## config.mk

```make
export PLATFORM = sky130hd
export DESIGN_NAME = mem_arbiter_flat
export DESIGN_NICKNAME = d
export VERILOG_FILES = /design/src/rtl/mem_arbiter_if.sv /design/src/rtl/mem_arbiter.sv /design/src/flat_wrapper.sv
export SDC_FILE = /design/constraint.sdc
export NUM_CORES = 1
export LEC_CHECK = 0
export ABC_AREA = 1
export CAP_MARGIN = 0
export CORE_AREA = 3 3 70 56
export DETAILED_ROUTE_END_ITERATION = 12
export DIE_AREA = 0 0 73 59
export GPL_TIMING_DRIVEN = 1
export PLACE_DENSITY = 0.93
export SETUP_SLACK_MARGIN = 0.1
export SYNTH_ARGS = -nofsm -noshare
export SYNTH_HDL_FRONTEND = slang
export SYNTH_SLANG_ARGS = --single-unit
```

## constraint.sdc

```tcl
create_clock -name clk -period 2.2 [get_ports clk]
set_input_delay 0.66 -clock clk [delete_from_list [all_inputs] [get_ports clk]]
set_output_delay 0.66 -clock clk [all_outputs]
set_load 0.01 [all_outputs]
```

## src/rtl/mem_arbiter_if.sv

```systemverilog
// mem_arbiter_if -- bus bundle for mem_arbiter.
//   Requester side : c_*/l_* request, we, addr, wdata in; c_done/l_done out.
//   Memory side    : mem_addr, mem_wdata, mem_read, mem_write out; mem_rdata in.
//   Status         : rdata, busy, owner out.
// Modports: slave = arbiter view, master = requester/memory/bench view.
interface mem_arbiter_if #(
  parameter int AW = 5,
  parameter int DW = 8
);
  logic          c_req, c_we, c_done;
  logic [AW-1:0] c_addr;
  logic [DW-1:0] c_wdata;
  logic          l_req, l_we, l_done;
  logic [AW-1:0] l_addr;
  logic [DW-1:0] l_wdata;
  logic [DW-1:0] rdata;
  logic [AW-1:0] mem_addr;
  logic [DW-1:0] mem_wdata, mem_rdata;
  logic          mem_read, mem_write;
  logic          busy, owner;

  modport slave (
    input  c_req, c_we, c_addr, c_wdata, l_req, l_we, l_addr, l_wdata, mem_rdata,
    output c_done, l_done, rdata, mem_addr, mem_wdata, mem_read, mem_write, busy, owner
  );

  modport master (
    output c_req, c_we, c_addr, c_wdata, l_req, l_we, l_addr, l_wdata, mem_rdata,
    input  c_done, l_done, rdata, mem_addr, mem_wdata, mem_read, mem_write, busy, owner
  );
endinterface

```

## src/rtl/mem_arbiter.sv

```systemverilog
// mem_arbiter -- two-requester (CPU, loader) single-port memory arbiter.
//   clk : rising-edge clock
//   rst : synchronous active-high reset
//   bus : mem_arbiter_if.slave (requests, done pulses, memory drive, status)
// Parameters: AW address width, DW data width, MEM_LAT memory cycles (1..4).
// Optional macro ARB_ROUND_ROBIN_EN: on simultaneous requests the requester
// not granted last wins; otherwise the CPU always has priority.
// Flow: IDLE -> BUSY (MEM_LAT cycles) -> RESP (one done cycle) -> IDLE.
module mem_arbiter #(
  parameter int AW      = 5,
  parameter int DW      = 8,
  parameter int MEM_LAT = 1
) (
  input logic          clk,
  input logic          rst,
  mem_arbiter_if.slave bus
);
  localparam logic [1:0] IDLE = 2'd0;
  localparam logic [1:0] BUSY = 2'd1;
  localparam logic [1:0] RESP = 2'd2;

  localparam logic [1:0] LAT_M1 = 2'(MEM_LAT - 1);

  logic [1:0]    state;
  logic [1:0]    cnt;
  logic          we_q;
  logic          owner_q;
  logic [AW-1:0] addr_q;
  logic [DW-1:0] wdata_q;
  logic [DW-1:0] rdata_q;
  logic          win_l;   // loader wins this arbitration

`ifdef ARB_ROUND_ROBIN_EN
  logic rr_l;             // 1: loader favoured on a tie

  always_comb win_l = bus.l_req && (!bus.c_req || rr_l);

  always_ff @(posedge clk) begin
    if (rst)
      rr_l <= 1'b0;
    else if (state == IDLE && (bus.c_req || bus.l_req))
      rr_l <= !win_l;     // favour whoever just lost
  end
`else
  always_comb win_l = bus.l_req && !bus.c_req;
`endif

  always_ff @(posedge clk) begin
    if (rst) begin
      state   <= IDLE;
      cnt     <= '0;
      we_q    <= 1'b0;
      owner_q <= 1'b0;
      addr_q  <= '0;
      wdata_q <= '0;
      rdata_q <= '0;
    end else begin
      case (state)
        IDLE: begin
          if (bus.c_req || bus.l_req) begin
            owner_q <= win_l;
            we_q    <= win_l ? bus.l_we    : bus.c_we;
            addr_q  <= win_l ? bus.l_addr  : bus.c_addr;
            wdata_q <= win_l ? bus.l_wdata : bus.c_wdata;
            cnt     <= LAT_M1;
            state   <= BUSY;
          end
        end
        BUSY: begin
          if (cnt == 2'd0) begin
            state <= RESP;
            if (!we_q) rdata_q <= bus.mem_rdata;
          end else begin
            cnt <= cnt - 2'd1;
          end
        end
        RESP:    state <= IDLE;
        default: state <= IDLE;
      endcase
    end
  end

  // Address/data come straight from the latch, so they hold outside BUSY.
  assign bus.mem_addr  = addr_q;
  assign bus.mem_wdata = wdata_q;
  assign bus.mem_read  = (state == BUSY) && !we_q;
  assign bus.mem_write = (state == BUSY) &&  we_q;
  assign bus.c_done    = (state == RESP) && !owner_q;
  assign bus.l_done    = (state == RESP) &&  owner_q;
  assign bus.rdata     = rdata_q;
  assign bus.busy      = (state != IDLE);
  assign bus.owner     = owner_q;
endmodule
```

## src/flat_wrapper.sv

```systemverilog
// flat-port wrapper written by rule: the top's interface ports become plain ports
module mem_arbiter_flat 
#(
  parameter int AW      = 5,
  parameter int DW      = 8,
  parameter int MEM_LAT = 1
)
  (clk, rst, bus_c_req, bus_c_we, bus_c_addr, bus_c_wdata, bus_l_req, bus_l_we, bus_l_addr, bus_l_wdata, bus_mem_rdata, bus_c_done, bus_l_done, bus_rdata, bus_mem_addr, bus_mem_wdata, bus_mem_read, bus_mem_write, bus_busy, bus_owner);
  mem_arbiter_if #(.AW(AW), .DW(DW)) bus_i ();
  input logic clk;
  input logic rst;
  input wire logic [$bits(bus_i.c_req)-1:0] bus_c_req;
  input wire logic [$bits(bus_i.c_we)-1:0] bus_c_we;
  input wire logic [$bits(bus_i.c_addr)-1:0] bus_c_addr;
  input wire logic [$bits(bus_i.c_wdata)-1:0] bus_c_wdata;
  input wire logic [$bits(bus_i.l_req)-1:0] bus_l_req;
  input wire logic [$bits(bus_i.l_we)-1:0] bus_l_we;
  input wire logic [$bits(bus_i.l_addr)-1:0] bus_l_addr;
  input wire logic [$bits(bus_i.l_wdata)-1:0] bus_l_wdata;
  input wire logic [$bits(bus_i.mem_rdata)-1:0] bus_mem_rdata;
  output wire logic [$bits(bus_i.c_done)-1:0] bus_c_done;
  output wire logic [$bits(bus_i.l_done)-1:0] bus_l_done;
  output wire logic [$bits(bus_i.rdata)-1:0] bus_rdata;
  output wire logic [$bits(bus_i.mem_addr)-1:0] bus_mem_addr;
  output wire logic [$bits(bus_i.mem_wdata)-1:0] bus_mem_wdata;
  output wire logic [$bits(bus_i.mem_read)-1:0] bus_mem_read;
  output wire logic [$bits(bus_i.mem_write)-1:0] bus_mem_write;
  output wire logic [$bits(bus_i.busy)-1:0] bus_busy;
  output wire logic [$bits(bus_i.owner)-1:0] bus_owner;
  assign bus_i.c_req = bus_c_req;
  assign bus_i.c_we = bus_c_we;
  assign bus_i.c_addr = bus_c_addr;
  assign bus_i.c_wdata = bus_c_wdata;
  assign bus_i.l_req = bus_l_req;
  assign bus_i.l_we = bus_l_we;
  assign bus_i.l_addr = bus_l_addr;
  assign bus_i.l_wdata = bus_l_wdata;
  assign bus_i.mem_rdata = bus_mem_rdata;
  assign bus_c_done = bus_i.c_done;
  assign bus_l_done = bus_i.l_done;
  assign bus_rdata = bus_i.rdata;
  assign bus_mem_addr = bus_i.mem_addr;
  assign bus_mem_wdata = bus_i.mem_wdata;
  assign bus_mem_read = bus_i.mem_read;
  assign bus_mem_write = bus_i.mem_write;
  assign bus_busy = bus_i.busy;
  assign bus_owner = bus_i.owner;
  mem_arbiter #(.AW(AW), .DW(DW), .MEM_LAT(MEM_LAT)) u_core (.clk(clk), .rst(rst), .bus(bus_i));
endmodule
```

# == Word-level counts from Yosys, hierarchy flattened ==
# Cells that the tools add are included.
# classes
n_div,0
n_eq_ne,5
n_reduce_logical,17
mux,9
order_cmp,0
n_shift,0
mul,0
addsub,1
n_bitwise,1
# ops
operator,count
2-to-1 mux 2 bit,4
2-to-1 mux 8 bit,1
one-hot mux 2 bit (2 select lines),2
AND reduction 3 bit,2
logical AND 1 bit,5
2-to-1 mux 5 bit,1
logical NOT 2 bit,2
!= test 2 x 1 -> 1 bit (second input constant),2
AND reduction 2 bit,2
nonzero test 2 bit,2
logical NOT 1 bit,3
equality test 2 x 1 -> 1 bit (second input constant),1
equality test 2 bit (second input constant),1
!= test 2 bit (second input constant),1
subtractor 2 x 1 -> 2 bit (second input constant),1
logical OR 1 bit,1
2-to-1 mux 1 bit,1
NOT 1 bit,1
# word_totals
register_bits,27
in_bits,40
ramBits,0
word_cells,40
rom_bits,0
memories,0
latchBits,0
out_inout_bits,27

# == Logic depth before layout (Yosys ltp) ==
# depth
ltp_word,3
depth_mapped,8

# == Least setup slack after synthesis ==
# No wires, ideal clock.
# synth_timing
path_kind,reg-to-output
from,reg u_core.we_q
to,out bus_mem_write
stages_incl_launch_ff,3
required_ns,1.540
t_arrival_ns,0.807
setup_slack_ns,0.733
path_cell_list,dfxtp_1 -> clkinv_1 -> nor2_1
# synth_via
elab_chain_len,1
# synth_rtl
item,line,rtl
start: declaration,mem_arbiter.sv:26,logic we_q;
start signal: assignment,mem_arbiter.sv:62,we_q <= win_l ? bus.l_we : bus.c_we;
logical AND 1 bit,mem_arbiter.sv:87,assign bus.mem_write = (state == BUSY) && we_q;
end: declaration,flat_wrapper.sv:27,output wire logic [$bits(bus_i.mem_write)-1:0] bus_mem_write;
# Every way passes these cells.

# == Worst setup path in the final report ==
# layout_timing
from,reg u_core.state[0]
to,out bus_busy
# layout_via
elab_chain_len,1
# layout_rtl
item,line,rtl
start: declaration,mem_arbiter.sv:24,logic [1:0] state;
start signal: assignment,mem_arbiter.sv:50,state <= IDLE;
start signal: assignment,mem_arbiter.sv:66,state <= BUSY;
start signal: assignment,mem_arbiter.sv:71,state <= RESP;
nonzero test 2 bit,mem_arbiter.sv:91,assign bus.busy = (state != IDLE);
end: declaration,flat_wrapper.sv:28,output wire logic [$bits(bus_i.busy)-1:0] bus_busy;
# Every way passes these cells.

==> results.sh <==
export IMPL_status="completed"
export IMPL_multi_input_area_sq_um=674
export IMPL_cts_buffers=3
export IMPL_synth_warnings=0
export IMPL_clk_path_buf_depth=2
export IMPL_cts_sinks=27
export IMPL_cap_violations=0
export IMPL_synthTopCellsByArea="dfxtp_1 (38%), nand2_1 (18%), nor2_1 (17%)"
export IMPL_hold_class="register to register"
export IMPL_fmax_ghz=0.491
export IMPL_dp_hpwl_um=2710
export IMPL_synth_most_common_cell="nand2_1"
export IMPL_synth_cells=239
export IMPL_avgSynthCellArea_sq_um=5.96
export IMPL_leakage_uw=0.00113
export IMPL_nets=347
export IMPL_netlist_area_sq_um=1430
export IMPL_grt_ovfl_total=0
export IMPL_ys_seq_elements=27
export IMPL_grt_pass1_vias=1342
export IMPL_drc_errors=0
export IMPL_ys_flop_type="dfxtp_1"
export IMPL_first_pass_iters=6
export IMPL_finalHoldViolCount=0
export IMPL_grt_use_total_pct=16.6
export IMPL_synth_commonest_cells="nand2_1 (70), nor2_1 (65), inv_1 (41), dfxtp_1 (27), nand4_1 (8)"
export IMPL_core_area_sq_um=3270
export IMPL_seq_area_frac_synth_pct=37.9
export IMPL_vias_per_cell=4.37
export IMPL_ff_latch_area_sq_um=543
export IMPL_htree_levels=1
export IMPL_rsz0062_at_grt="no"
export IMPL_cts_root_buf="clkbuf_8"
export IMPL_slowest_delay_ns=0.54
export IMPL_vias=1508
export IMPL_routed_wl_um=3600
export IMPL_grt_first_pass_wirelength_um=5690
export IMPL_numPortBuffers=66
export IMPL_ant_nets=0
export IMPL_end_kind="primary output"
export IMPL_syn_nets=280
export IMPL_required_ns=1.54
export IMPL_finalClockSkew_ns=0.00703
export IMPL_cts_tree="done"
export IMPL_dieArea_sq_um=4310
export IMPL_power_total_uw=1400
export IMPL_die_w_um=73
export IMPL_drv_slew=0
export IMPL_antenna_found_initial=0
export IMPL_fill_cells=320
export IMPL_worstPathArrival_ns=1.38
export IMPL_min_period_ns=2.04
export IMPL_wl_per_cell_um=10.4
export IMPL_layout_drive_gt1_share_pct=5.57
export IMPL_place_gp_congestion=0.797
export IMPL_synth_largest_area_cell="dfxtp_1"
export IMPL_worstSetupPathType="register to primary output"
export IMPL_worstPathMaxFanout=6
export IMPL_setup_viol=0
export IMPL_worst_pin_slew_ns=0.474
export IMPL_dieHeight_um=59
export IMPL_relSlewSlack_pct=68.3
export IMPL_drt_iter0_markers=66
export IMPL_fin_crit_sh_pct=92.6
export IMPL_row_count=18
export IMPL_syn_to_final_growth_pct=51.8
export IMPL_crit_path_start_kind="register"
export IMPL_cp_slowest_cell="clkdlybuf4s50_1"
export IMPL_synth_enable_flop_cells=0
export IMPL_synthArstFlopShare_pct=0
export IMPL_diodes=0
export IMPL_post_cts_buffers=0
export IMPL_fin_tns_setup_ns=0
export IMPL_cp_cell_sequence="inv_2 -> nand2_2 -> clkdlybuf4s50_1"
export IMPL_ios=67
export IMPL_start_util_pct=43.6
export IMPL_vdd_ir_drop_max_mv=0.324
export IMPL_clk_latency_ns=0.27
export IMPL_yosysUniqueCellTypes=19
export IMPL_clkTransAtPathRegs_ns=0.09
export IMPL_grt_max_degree=29
export IMPL_yosysTopAreaCellShare_pct=37.9
export IMPL_p_per_area_nw_per_um2=646
## report_power, final
| group | switching (uW) | internal [uW] |
|---|---|---|
| Clock | 150 | 130 |
| Combinational | 259 | 261 |
| Sequential | 39.9 | 558 |
## state kept, by name, indices dropped and copies added, names as in the netlist
| name | cells |
|---|---|
| u_core.cnt | 2 |
| u_core.bus.mem_addr | 5 |
| u_core.state | 2 |
| u_core.bus.mem_wdata | 8 |
| u_core.we_q | 1 |
| u_core.bus.owner | 1 |
| u_core.bus.rdata | 8 |
## what timing repair did
action / CTS / global route
gates resized for setup: 4 / 2
setup endpoints to repair: 5 / 2
hold buffers: 0 / 0
## logic make-up (layout without fill, tap and decap cells)
family | Yosys count | after routing | synth area share [%]
flops | 27 | 27 | 37.9
compound gates | 4 | 4 | 1.40
simple gates | 156 | 156 | 45.0
fa+ha+maj | 1 | 1 | 0.878
buf+inv | 51 | 117 | 14.7
## cell type report
class                   instances  share of cell area [%]
repair buffers                 69                    31.7
clock buffers                   4                    2.08
inverters                      44                    7.63
flip-flops and latches         27                    25.1
multi-input cells             161                    31.2
well taps                      40                    2.31
## layout by cell type, fill, tap and decap left out, drive strengths merged
| cell | synthesis | final |
|---|---|---|
| dlygate4sd2 | 0 | 2 |
| clkdlybuf4s50 | 0 | 62 |
| inv | 43 | 43 |
| nand3 | 4 | 4 |
| ha | 1 | 1 |
| a21oi | 4 | 4 |
| nand2 | 73 | 73 |
| buf | 6 | 3 |
| and3 | 1 | 1 |
| nor2 | 69 | 69 |
| clkinv | 1 | 1 |
| clkbuf | 1 | 4 |
| nor3 | 1 | 1 |
| nand4 | 8 | 8 |
| dlymetal6s2s | 0 | 2 |
| dfxtp | 27 | 27 |
## stage by stage
stage               setup slack [ns]  instance area (sq um)  std cells  hold WS, ns  util [%]
CTS                            0.124                   2160        345        0.490      66.1
detailed placement             0.190                   2110        341        0.473      64.7
finish                         0.162                   2160        345        0.487      66.2
floorplan                      0.733                   1430        239        0.486         -
global placement               0.276                   2110        341        0.461      64.7
global route                   0.104                   2160        345        0.517      66.2
## final timing paths
| check | from | endpoint | slack (ns) | cells past startpoint |
|---|---|---|---|---|
| worst max-delay path | u_core.state[0] | bus_busy | 0.16 | 3 |
| worst min-delay path | u_core.bus.rdata[3] | u_core.bus.rdata[3] | 0.49 | 2 |
| worst max register to register | u_core.cnt[0] | u_core.bus.rdata[4] | 0.75 | 6 |
| worst min register to register | u_core.bus.rdata[3] | u_core.bus.rdata[3] | 0.49 | 2 |
## metal layers
metal / up-vias / GRT usage (%) / routed length, um
met5: - / 0 / 0
met4: 0 / 2.37 / 13
met3: 2 / 4.75 / 245
met2: 42 / 28.5 / 1720
met1: 633 / 21.2 / 1610
li1: 831 / - / -
## worst max-delay path: cells and delay by family, from the launching register on
| family | cells | cell delay (ns) |
|---|---|---|
| buffers and inverters | 2 | 0.61 |
| DFF | 1 | 0.40 |
| and+or+nand+nor | 1 | 0.10 |
Note: power is estimated with default switching activity, not from simulation.
